[src/rtl/seq_bit_serializer.sv]
// Parallel-to-serial stimulus stage feeding the serial sequence detector.
// A word of up to WIDTH bits is accepted over valid/ready. It is then shifted
// out one registered bit per clk, and ser_valid qualifies each bit. Words can
// follow each other with no idle cycle between them. done marks the last bit
// of each word, and len_err flags a dropped zero-length word.
//
// state   | meaning
// --------+-----------------------------------------------------------------
// S_IDLE  | nothing on the wire; ser_out=IDLE_BIT; ready for a new word
// S_SHIFT | a word bit is on ser_out; cnt = bits left including this one;
//         | ready only while the last bit is being presented (cnt==1)
module seq_bit_serializer #(
  parameter int   WIDTH     = 14,
  parameter bit   MSB_FIRST = 1'b1,
  parameter logic IDLE_BIT  = 1'b0,
  localparam int  LW        = $clog2(WIDTH + 1)
) (
  input  logic             clk,
  input  logic             rst_n,
  input  logic             load_valid,
  output logic             load_ready,
  input  logic [WIDTH-1:0] load_data,
  input  logic [LW-1:0]    load_len,
  output logic             ser_out,
  output logic             ser_valid,
  output logic             busy,
  output logic             done,
  output logic             len_err
);

  typedef enum logic {
    S_IDLE  = 1'b0,
    S_SHIFT = 1'b1
  } state_t;

  localparam logic [LW-1:0] CNT_ZERO = LW'(0);
  localparam logic [LW-1:0] CNT_ONE  = LW'(1);
  localparam logic [LW-1:0] CNT_TWO  = LW'(2);
  localparam logic [LW-1:0] WIDTH_L  = LW'(WIDTH);

  state_t           state_q, state_d;
  logic [LW-1:0]    cnt_q, cnt_d;
  logic [WIDTH-1:0] sh_q, sh_d;
  logic             ser_out_d;
  logic             ser_valid_d;
  logic             done_d;
  logic             len_err_d;

  logic             handshake;
  logic [LW-1:0]    len_eff;
  logic             first_bit;
  logic [WIDTH-1:0] load_rest;
  logic             next_bit;
  logic [WIDTH-1:0] sh_adv;

  // The shift register always holds the bits still to be sent, with the next
  // bit at the outgoing end. Bit order is fixed by the parameter, so only the
  // end that is tapped and the shift direction differ.
  generate
    if (MSB_FIRST) begin : g_msb_first
      assign first_bit = load_data[WIDTH-1];
      assign load_rest = {load_data[WIDTH-2:0], 1'b0};
      assign next_bit  = sh_q[WIDTH-1];
      assign sh_adv    = {sh_q[WIDTH-2:0], 1'b0};
    end else begin : g_lsb_first
      assign first_bit = load_data[0];
      assign load_rest = {1'b0, load_data[WIDTH-1:1]};
      assign next_bit  = sh_q[0];
      assign sh_adv    = {1'b0, sh_q[WIDTH-1:1]};
    end
  endgenerate

  // Lengths beyond the register width are clamped rather than rejected.
  assign len_eff = (load_len > WIDTH_L) ? WIDTH_L : load_len;

  // Ready depends only on state and count. This lets an upstream block use
  // ready to decide on valid without forming a combinational loop.
  assign load_ready = (state_q == S_IDLE) || (cnt_q == CNT_ONE);
  assign handshake  = load_valid && load_ready;
  assign busy       = (state_q == S_SHIFT);

  // Next-state and next-output logic. On an accepted word, its first bit is
  // loaded at the accepting edge, so the word starts with zero latency.
  always_comb begin
    state_d     = state_q;
    cnt_d       = cnt_q;
    sh_d        = sh_q;
    ser_out_d   = IDLE_BIT;
    ser_valid_d = 1'b0;
    done_d      = 1'b0;
    len_err_d   = 1'b0;

    unique case (state_q)
      S_IDLE: begin
        if (handshake) begin
          if (len_eff == CNT_ZERO) begin
            len_err_d = 1'b1;
          end else begin
            ser_out_d   = first_bit;
            ser_valid_d = 1'b1;
            sh_d        = load_rest;
            cnt_d       = len_eff;
            done_d      = (len_eff == CNT_ONE);
            state_d     = S_SHIFT;
          end
        end
      end

      S_SHIFT: begin
        if (cnt_q != CNT_ONE) begin
          ser_out_d   = next_bit;
          ser_valid_d = 1'b1;
          sh_d        = sh_adv;
          cnt_d       = cnt_q - CNT_ONE;
          done_d      = (cnt_q == CNT_TWO);
        end else if (handshake && (len_eff != CNT_ZERO)) begin
          ser_out_d   = first_bit;
          ser_valid_d = 1'b1;
          sh_d        = load_rest;
          cnt_d       = len_eff;
          done_d      = (len_eff == CNT_ONE);
        end else begin
          len_err_d = handshake;
          cnt_d     = CNT_ZERO;
          state_d   = S_IDLE;
        end
      end

      default: begin
        cnt_d   = CNT_ZERO;
        state_d = S_IDLE;
      end
    endcase
  end

  // State, datapath and all outputs except load_ready are registered here.
  // This keeps ser_out stable for a whole cycle at the detector input.
  always_ff @(posedge clk or negedge rst_n) begin
    if (!rst_n) begin
      state_q   <= S_IDLE;
      cnt_q     <= CNT_ZERO;
      sh_q      <= '0;
      ser_out   <= IDLE_BIT;
      ser_valid <= 1'b0;
      done      <= 1'b0;
      len_err   <= 1'b0;
    end else begin
      state_q   <= state_d;
      cnt_q     <= cnt_d;
      sh_q      <= sh_d;
      ser_out   <= ser_out_d;
      ser_valid <= ser_valid_d;
      done      <= done_d;
      len_err   <= len_err_d;
    end
  end

endmodule
[config.mk]
export PLATFORM = sky130hd
export DESIGN_NAME = seq_bit_serializer
export DESIGN_NICKNAME = d
export VERILOG_FILES = /design/src/rtl/seq_bit_serializer.sv
export SDC_FILE = /design/constraint.sdc
export NUM_CORES = 1
export LEC_CHECK = 0
export ABC_AREA = 1
export CORE_MARGIN = 2
export CORE_UTILIZATION = 36
export DETAILED_ROUTE_END_ITERATION = 8
export PLACE_DENSITY = 0.7
export SYNTH_ARGS = -nofsm -noshare
export SYNTH_HDL_FRONTEND = slang
export SYNTH_SLANG_ARGS = --single-unit
[constraint.sdc]
create_clock -name clk -period 2.03 [get_ports clk]
set_clock_uncertainty 0.2 [all_clocks]
set_input_delay 0.5075 -clock clk [delete_from_list [all_inputs] [get_ports clk]]
set_output_delay 0.5075 -clock clk [all_outputs]
set_load 0.005 [all_outputs]
== After elaboration in Yosys (flattened, before gate mapping) ==
Index checks and enable logic that the tools add are counted.

* Register bits: 22
* Input bits: 21
* Output and inout port bits: 6
* Word-level logic and storage cells: 54

* Add/subtract/negate cells: 1
* $lt $le $gt $ge: 1
* Eq/ne operators: 7
* Multiplexer cells: 31
* Bitwise gates (word level): 1
* Reductions and logical operators: 7

{| class="wikitable"
|+ Operators with widths
! kind !! number
|-
| two-way mux 14 bit || 4
|-
| case mux 14 bit (2 select lines) || 1
|-
| two-way mux 4 bit || 5
|-
| two-way mux 1 bit || 16
|-
| equality test 4 x 1 -> 1 bit (second input constant) || 2
|-
| case mux 1 bit (2 select lines) || 4
|-
| case mux 4 bit (2 select lines) || 1
|-
| equality test 4 x 2 -> 1 bit (second input constant) || 1
|-
| greater-than comparator 4 bit (second input constant) || 1
|-
| zero test 4 bit || 1
|-
| inequality test 2 bit (second input constant) || 2
|-
| inequality test 4 x 1 -> 1 bit (second input constant) || 1
|-
| nonzero test 4 bit || 1
|-
| subtractor 4 x 1 -> 4 bit (second input constant) || 1
|-
| inequality test 3 x 1 -> 1 bit (second input constant) || 1
|-
| AND reduction 3 bit || 1
|-
| logical AND 1 bit || 2
|-
| AND reduction 2 bit || 1
|-
| logical OR 1 bit || 1
|-
| NOT 1 bit || 1
|}

== Longest topological paths before layout ==
Gate-level depths: netlist of the first run.

* Depth after elaboration: 7
* Gate-level depth with buffers: 8
* Mapped depth without buffers: 8

== Worst setup path before layout of the first run ==
Ideal clock, no wire load.

* Path kind: register to output
* From: register cnt_q[1]
* To: output port load_ready
* Arrival time: 996 ps
* Required time: 1,322 ps
* Path slack: 327 ps
* Stages on the path, launching flop included: 6
* Buffers on the path: 1
* Cells stage by stage: dfrtp_1 > inv_1 > ha_1 > nand2_4 > nand2_8 > buf_6

* Cells in the longest elaborated chain, start to end: 2

{| class="wikitable"
|+ Ends and longest elaborated chain
! item !! RTL line !! source
|-
| from (decl) || 42 || <nowiki>logic [LW-1:0] cnt_q, cnt_d;</nowiki>
|-
| from (signal assigned) || 149 || <nowiki>cnt_q <= cnt_d;</nowiki>
|-
| equality test 4 x 1 -> 1 bit || 78 || <nowiki>assign load_ready = (state_q == S_IDLE) || (cnt_q == CNT_ONE);</nowiki>
|-
| logical OR 1 bit || 78 ||
|-
| to (decl) || 21 || <nowiki>output logic load_ready,</nowiki>
|}

No other way between the ends.

== Final worst setup path of the first run ==
* From: register cnt_q[0]
* To: output port load_ready

The elaborated chain is that of the path after synthesis.

==> summary.md, run 1 <==
| Metric | Value |
|---|---|
| Worst hold stages | 2 |
| Site Rows | 21 |
| Post-Syn Nets | 170 |
| Most frequent cells in the layout | nand2_1, nand3_1, clkdlybuf4s50_1 |
| Iter 0 DRT Violations | 56 |
| Arrival @ worst endpoint | 1270 ps |
| Clock buffer count from CTS | 3 |
| Share of layout cells above drive strength 1 | about 22% |
| Kind of cell adding the most delay to the critical path | flip-flops |
| Worst path bufs/invs | 1 |
| Largest net degree at the start of global routing | 34 |
| Slowest stage delay, CP | ~450 ps |
| Vias in the first global route | around 1000 |
| R2R Path Start | cnt_q[1] |
| Post-route ant nets | 0 |
| Headroom to the max-slew limit | 73.9% |
| Fin util | 48.2% |
| Peak supply drop | 0.000734 V |
| Layout area overhead | 29.5% |
| Synth top area share | a little over two fifths |
| Combinational share of power | 54.3% |
| IO Port Bufs | 26 |
| Sequential cell area fraction in the yosys report | 42.3% |
| Internal | 1.12 mW |
| Ant diodes | 0 |
| Clock root cell | clkbuf_4 |
| Final nets | 204 |
| Post-Synthesis Cells | approximately 150 |
| Chip Width | 62.7 µm |
| CP required | 1320 ps |
| Switching part of the total power | 43.0% |
| Sequential cell fraction of total power | 35.1% |
| Startpoint Class | flip-flop |
| Setup CP Type | reg -> out |
| Routed vias | 1085 |
| Crit-path cells | ha_4 -> nand2_4 -> nand2_8 -> clkdlybuf4s15_1 |
| TritonCTS clock tree | yes |
| Net switching power figure | 0.847 mW |
| Result of the run | finished, final reports clean |
| Capturing point of the worst reg2reg path | sh_q[1] |
| Worst Hold Launch | sh_q[13] |
| Unique masters post-synth | 23 |
| Final setup viols | 0 |
| Initial antenna violation count | 0 |
| DP HPWL | roughly 1900 µm |
| Crit share post-route | 97.3% |
| Leakage | 0.764 nW |
| GRT overflow | 0 |
| Critical Path Sink Type | primary output |
| Clk sinks | 21 |
| CTS Hold Bufs | 0 |
| Core area | 3340 µm² |
| Final critical path time including I/O delays and setup | 1980 ps |
| Maximum capacitance violations | 0 |
| Via density per instance | 4.82 |
| Reg2Reg Depth | 9 |
| Post-Syn Area per Cell | 8.51 µm² |
| HP Class | reg -> reg |
| Commonest non-fill, non-tap cell in the layout | nand2_1 |
| Total track usage | 14.4% |
| WL final | between 2000 and 3000 µm |
| Clock slew at reported path FFs | 120 ps |
| Max Clock Freq | 506 MHz |
| Area leader, netlist | dfrtp_1 |
| Die Height | 62.7 µm |
| IO Count | 27 |
| First-pass GRT wire length | 4590 µm |
| Clock Path Buffers | 2 |
| Critical path's slowest cell | dfrtp_2 |
| Final hold violations | 0 |
| Hold Path Sink | ser_out |
| Initial core utilization | 37.2% |
| Slew Viols, Final | 0 |
| Final WS setup | 54.3 ps |
| DRC violation count after routing | 0 |
| Slew at the pin with the worst max-slew slack | 392 ps |
| Post-Syn Area | ~1200 µm² |
| Clk network pwr share | between 10% and 20% |
| Filler Cell Count | 326 |
| #FFs+latches synth | 21 |
| Placement Setup Slack | -18.8 ps |
| Setup slack, reg-to-reg | approximately 190 ps |
| Pre-Repair DR Iteration Count | 4 |
| Power per cell area | 1230 nW/µm² |
| GP Congestion | 0.800 |
| H-tree depth | 1 |
| WL/cell | 11.5 µm |
| Yosys warns | 0 |
| Skew-Pair Late Insertion Delay | a little over 300 ps |
| Die ar. | 3940 µm² |
| Synth area leaders | dfrtp_1, nand3_1, nand2_1, nand3_2, buf_6 |
| Crit-path max FO | 3 |
## per-layer routing
metal,share of wire [%],track usage [%],wire length [µm]
met1,46,18.3,1190
met5,0,0,0
met4,0.78,3.33,20
met3,5.0,3.06,129
met2,48,25.0,1240
## kinds of logic (layout without fill, tap and decap cells)
group / after synthesis / in the layout / share of synthesized area, %
buf+inv: 20 / 53 / 10.3
simple gates: 99 / 99 / 43.0
compound gates: 3 / 3 / 1.41
fa+ha+maj: 3 / 3 / 3.02
flops: 21 / 21 / 42.3
## how the worst max path moves through the flow
stage / start / to / slack, ps / cells after the start
final: cnt_q[0] / load_ready / 50 / 4
after global routing: cnt_q[1] / load_ready / -0.2 / 5
after CTS: cnt_q[0] / load_ready / 40 / 4
after detailed placement: load_len[2] / sh_q[9] / -20 / 7
after global placement: cnt_q[1] / load_ready / 50 / 5
after floorplan: cnt_q[1] / load_ready / 330 / 5
## synth_stat cells
cell type	count
nand2_1	40
nand3_1	33
dfrtp_1	21
nand3_2	10
inv_1	9
buf_6	5
buf_4	3
ha_1	3
nand4_1	3
nor2_1	3
nand2_4	2
nor2_2	2
nor3_1	2
a21boi_0	1
a21oi_1	1
clkbuf_2	1
inv_2	1
inv_4	1
nand2_2	1
nand2_8	1
nand3b_1	1
nor3_2	1
o21ai_0	1
## metrics by stage
step / total power, mW / instances / TNS, ps / hold WS (ps) / cell area (µm²)
6_report: 1.97 / 225 / 0 / 297 / 1610
5_1_grt: 2.17 / 225 / -0.243 / 334 / 1610
4_1_cts: 1.96 / 223 / 0 / 304 / 1590
3_5_place_dp: 1.71 / 218 / -18.8 / 274 / 1540
3_3_place_gp: 1.68 / 218 / 0 / 270 / 1540
2_1_floorplan: 1.49 / 146 / 0 / 11.9 / 1240
## power groups by stage
| stage | logic [mW] | clock network [mW] | registers [mW] |
|---|---|---|---|
| after floorplan | 0.811 | 0 | 0.675 |
| after global placement | 0.972 | 0 | 0.711 |
| after detailed placement | 0.999 | 0 | 0.716 |
| after CTS | 1.05 | 0.213 | 0.697 |
| after global routing | 1.22 | 0.231 | 0.713 |
| final | 1.07 | 0.208 | 0.692 |
## repair_timing
item                       in CTS  in global routing
gates cloned                    0                  0
setup endpoints to repair       3                  1
pin swaps                       2                  1
setup buffers                   1                  2
gates resized for setup         7                  0
## worst register-to-register path, delay by kind of cell (launching register included)
kind | cells | cell delay (ps)
DFF | 1 | 410
buffers and inverters | 3 | 600
and+or+nand+nor | 5 | 440
adders and majority gates | 1 | 150
## final cells by class
| class | instances | area, µm² | area share (%) |
|---|---|---|---|
| inverters | 11 | 43.8 | 2.72 |
| flip-flops and latches | 21 | 528 | 32.8 |
| clock buffers | 3 | 22.5 | 1.40 |
| repair buffers | 38 | 350 | 21.8 |
| multi-input cells | 105 | 602 | 37.4 |
| clock inverters | 1 | 5.00 | 0.311 |
| well taps | 46 | 57.6 | 3.58 |
## flip-flops by register name (all words and copies together) (netlist names)
| signal | cells |
|---|---|
| busy | 1 |
| cnt_q | 4 |
| done | 1 |
| len_err | 1 |
| ser_out | 1 |
| sh_q | 13 |
Power figures use the tool's default switching activity.
==> inputs of run 2 (changes only) <==
Settings changed: SETUP_SLACK_MARGIN from default to 0.4.
Clock period 2.03 ns to 2 ns, I/O delays scaled along.
==> run 2 against run 1 <==
Register-to-register slack about the same. Sequential power grew 1%. Via count unchanged. Combinational power is 5% higher. Critical endpoint unchanged. Highest routed layer unchanged. Sequential cell count unchanged.
==> summary.md, run 2 (synthesis results as in run 1) <==
| Metric | Value |
|---|---|
| Iter 0 DRT Violations | 37 |
| Headroom to the max-slew limit | 74.0% |
| Routed vias | 1085 |
| Fin util | 48.1% |
| Clock slew at reported path FFs | 130 ps |
| Power per cell area | 1270 nW/µm² |
| Share of layout cells above drive strength 1 | 25.3% |
| Core area | 3340 µm² |
| IO Count | 27 |
| Largest register FFs | 13 |
| Worst hold stages | 2 |
| Setup tns final | 0 ps |
| Arrival @ worst endpoint | 1180 ps |
| TritonCTS clock tree | yes |
| DP HPWL | between 1500 and 2000 µm |
| Leakage | 0.778 nW |
| Filler Cell Count | 348 |
| WL/cell | roughly 12 µm |
| Reg2Reg Depth | 9 |
| Layout area overhead | 29.2% |
| WL final | roughly 2800 µm |
| Chip Width | 62.7 µm |
| GRT overflow | 0 |
| Maximum capacitance violations | 0 |
| Register area | 527 µm² |
| Biggest register | sh_q |
| CTS Hold Bufs | 0 |
| HP Class | reg -> reg |
| Non-filler cells, final | 228 |
| Clock buffer count from CTS | 3 |
| Skew-Pair Late Insertion Delay | 320 ps |
| Crit share post-route | 94.0% |
| Met1 Wirelength | approximately 1200 µm |
| Highest routed metal layer | met4 |
| Commonest non-fill, non-tap cell in the layout | nand2_1 |
| Via density per instance | about 4.8 |
| Pre-Repair DR Iteration Count | 4 |
| Die Height | about 63 µm |
| Final nets | 207 |
| DRC violation count after routing | 0 |
| Largest regs | sh_q (13), cnt_q (4) |
| IO Port Bufs | 26 |
| First-pass GRT wire length | 4820 µm |
| Multi-input gate area | 602 µm² |
| Most frequent cells in the layout | nand2_1, nand3_1, dfrtp_1, clkdlybuf4s50_1, buf_4 |
| Final hold violations | 0 |
| Post-route ant nets | 0 |
| CP required | approximately 1300 ps |
| Max Clock Freq | 532 MHz |
| Ant diodes | 0 |
| Site Rows | 21 |
| Crit-path max FO | 2 |
| Clk sinks | 21 |
| Initial antenna violation count | 0 |
| Largest net degree at the start of global routing | 34 |
| Final critical path time including I/O delays and setup | about 1900 ps |
| Hold WS | approximately 290 ps |
| Clock root cell | clkbuf_4 |
| Result of the run | finished, final reports clean |
| Startpoint Class | flip-flop |
| Vias in the first global route | 1046 |
| WL met2 | 1440 µm |
| Final setup viols | 0 |
| Setup CP Type | reg -> out |
| Peak supply drop | 0.00104 V |
| RSZ-0062 raised after global routing | yes |
| Slew at the pin with the worst max-slew slack | between 300 and 400 ps |
| Total track usage | 15.6% |
| Clock Path Buffers | 2 |
| DR WL met3 | approximately 160 µm |
| H-tree depth | 1 |
| Initial core utilization | around 37% |
| Placed insts | 217 |
| Slew Viols, Final | 0 |
| Die ar. | 3940 µm² |
| GP Congestion | 0.820 |
| Critical Path Sink Type | primary output |
[run 2: cell count changes in the layout (fill, tap and decap cells not counted)]
| cell | previous run | this run |
|---|---|---|
| buf_6 | 0 | 1 |
| clkdlybuf4s15_1 | 1 | 0 |
| buf_4 | 12 | 15 |
| buf_2 | 0 | 4 |
| dfrtp_2 | 2 | 1 |
| clkdlybuf4s50_1 | 25 | 20 |
| clkbuf_2 | 0 | 1 |
| dfrtp_1 | 19 | 20 |
| clkbuf_1 | 0 | 1 |
| clkinv_2 | 1 | 0 |
[run 2: power breakdown]
part           internal (mW)  switching [mW]  leakage [nW]
registers              0.595           0.106         0.268
clock network         0.0780           0.141        0.0150
logic                  0.474           0.646         0.496
[run 2: through the flow]
step / setup WS, ps / total power [mW] / instance area, µm²
after floorplan: 387 / 1.54 / 1260
after global placement: 57.9 / 1.70 / 1550
after detailed placement: 10.4 / 1.74 / 1550
after CTS: 118 / 2.02 / 1600
after global routing: 70.8 / 2.23 / 1610
final: 119 / 2.04 / 1610
[run 2: what timing repair did]
item	CTS	global route
setup endpoints to repair	26	25
resized for setup	23	1
pin swaps	2	0
setup buffers	6	1
[run 2: cell type report]
cell class              instances  share of cell area (%)
flip-flops and latches         21                    32.8
well taps                      46                    3.59
clock buffers                   4                    1.64
inverters                      11                    2.73
repair buffers                 41                    21.7
multi-input cells             105                    37.5
[run 2: critical path: stages, from the launching register on]
cell and delay (ps):
dfrtp_1 440, ha_4 190, nand2_4 80, nand2_8 50
buf_6 110
[run 2: path summary, 6_finish.rpt]
path | from | to | slack, ps
min | sh_q[13] | ser_out | 290
min reg2reg | sh_q[13] | ser_out | 290
min in group asynchronous | rst_n | cnt_q[0] | 310
max | cnt_q[0] | load_ready | 120
max reg2reg | cnt_q[1] | sh_q[1] | 200
max in group asynchronous | rst_n | busy | 1040
[run 2: metal layers]
| metal | track usage (%) | up-vias |
|---|---|---|
| met1 | 18.8 | 496 |
| met4 | 3.33 | 0 |
| met2 | 27.4 | 34 |
| li1 | - | 550 |
| met3 | 4.68 | 5 |
| met5 | 0 | - |
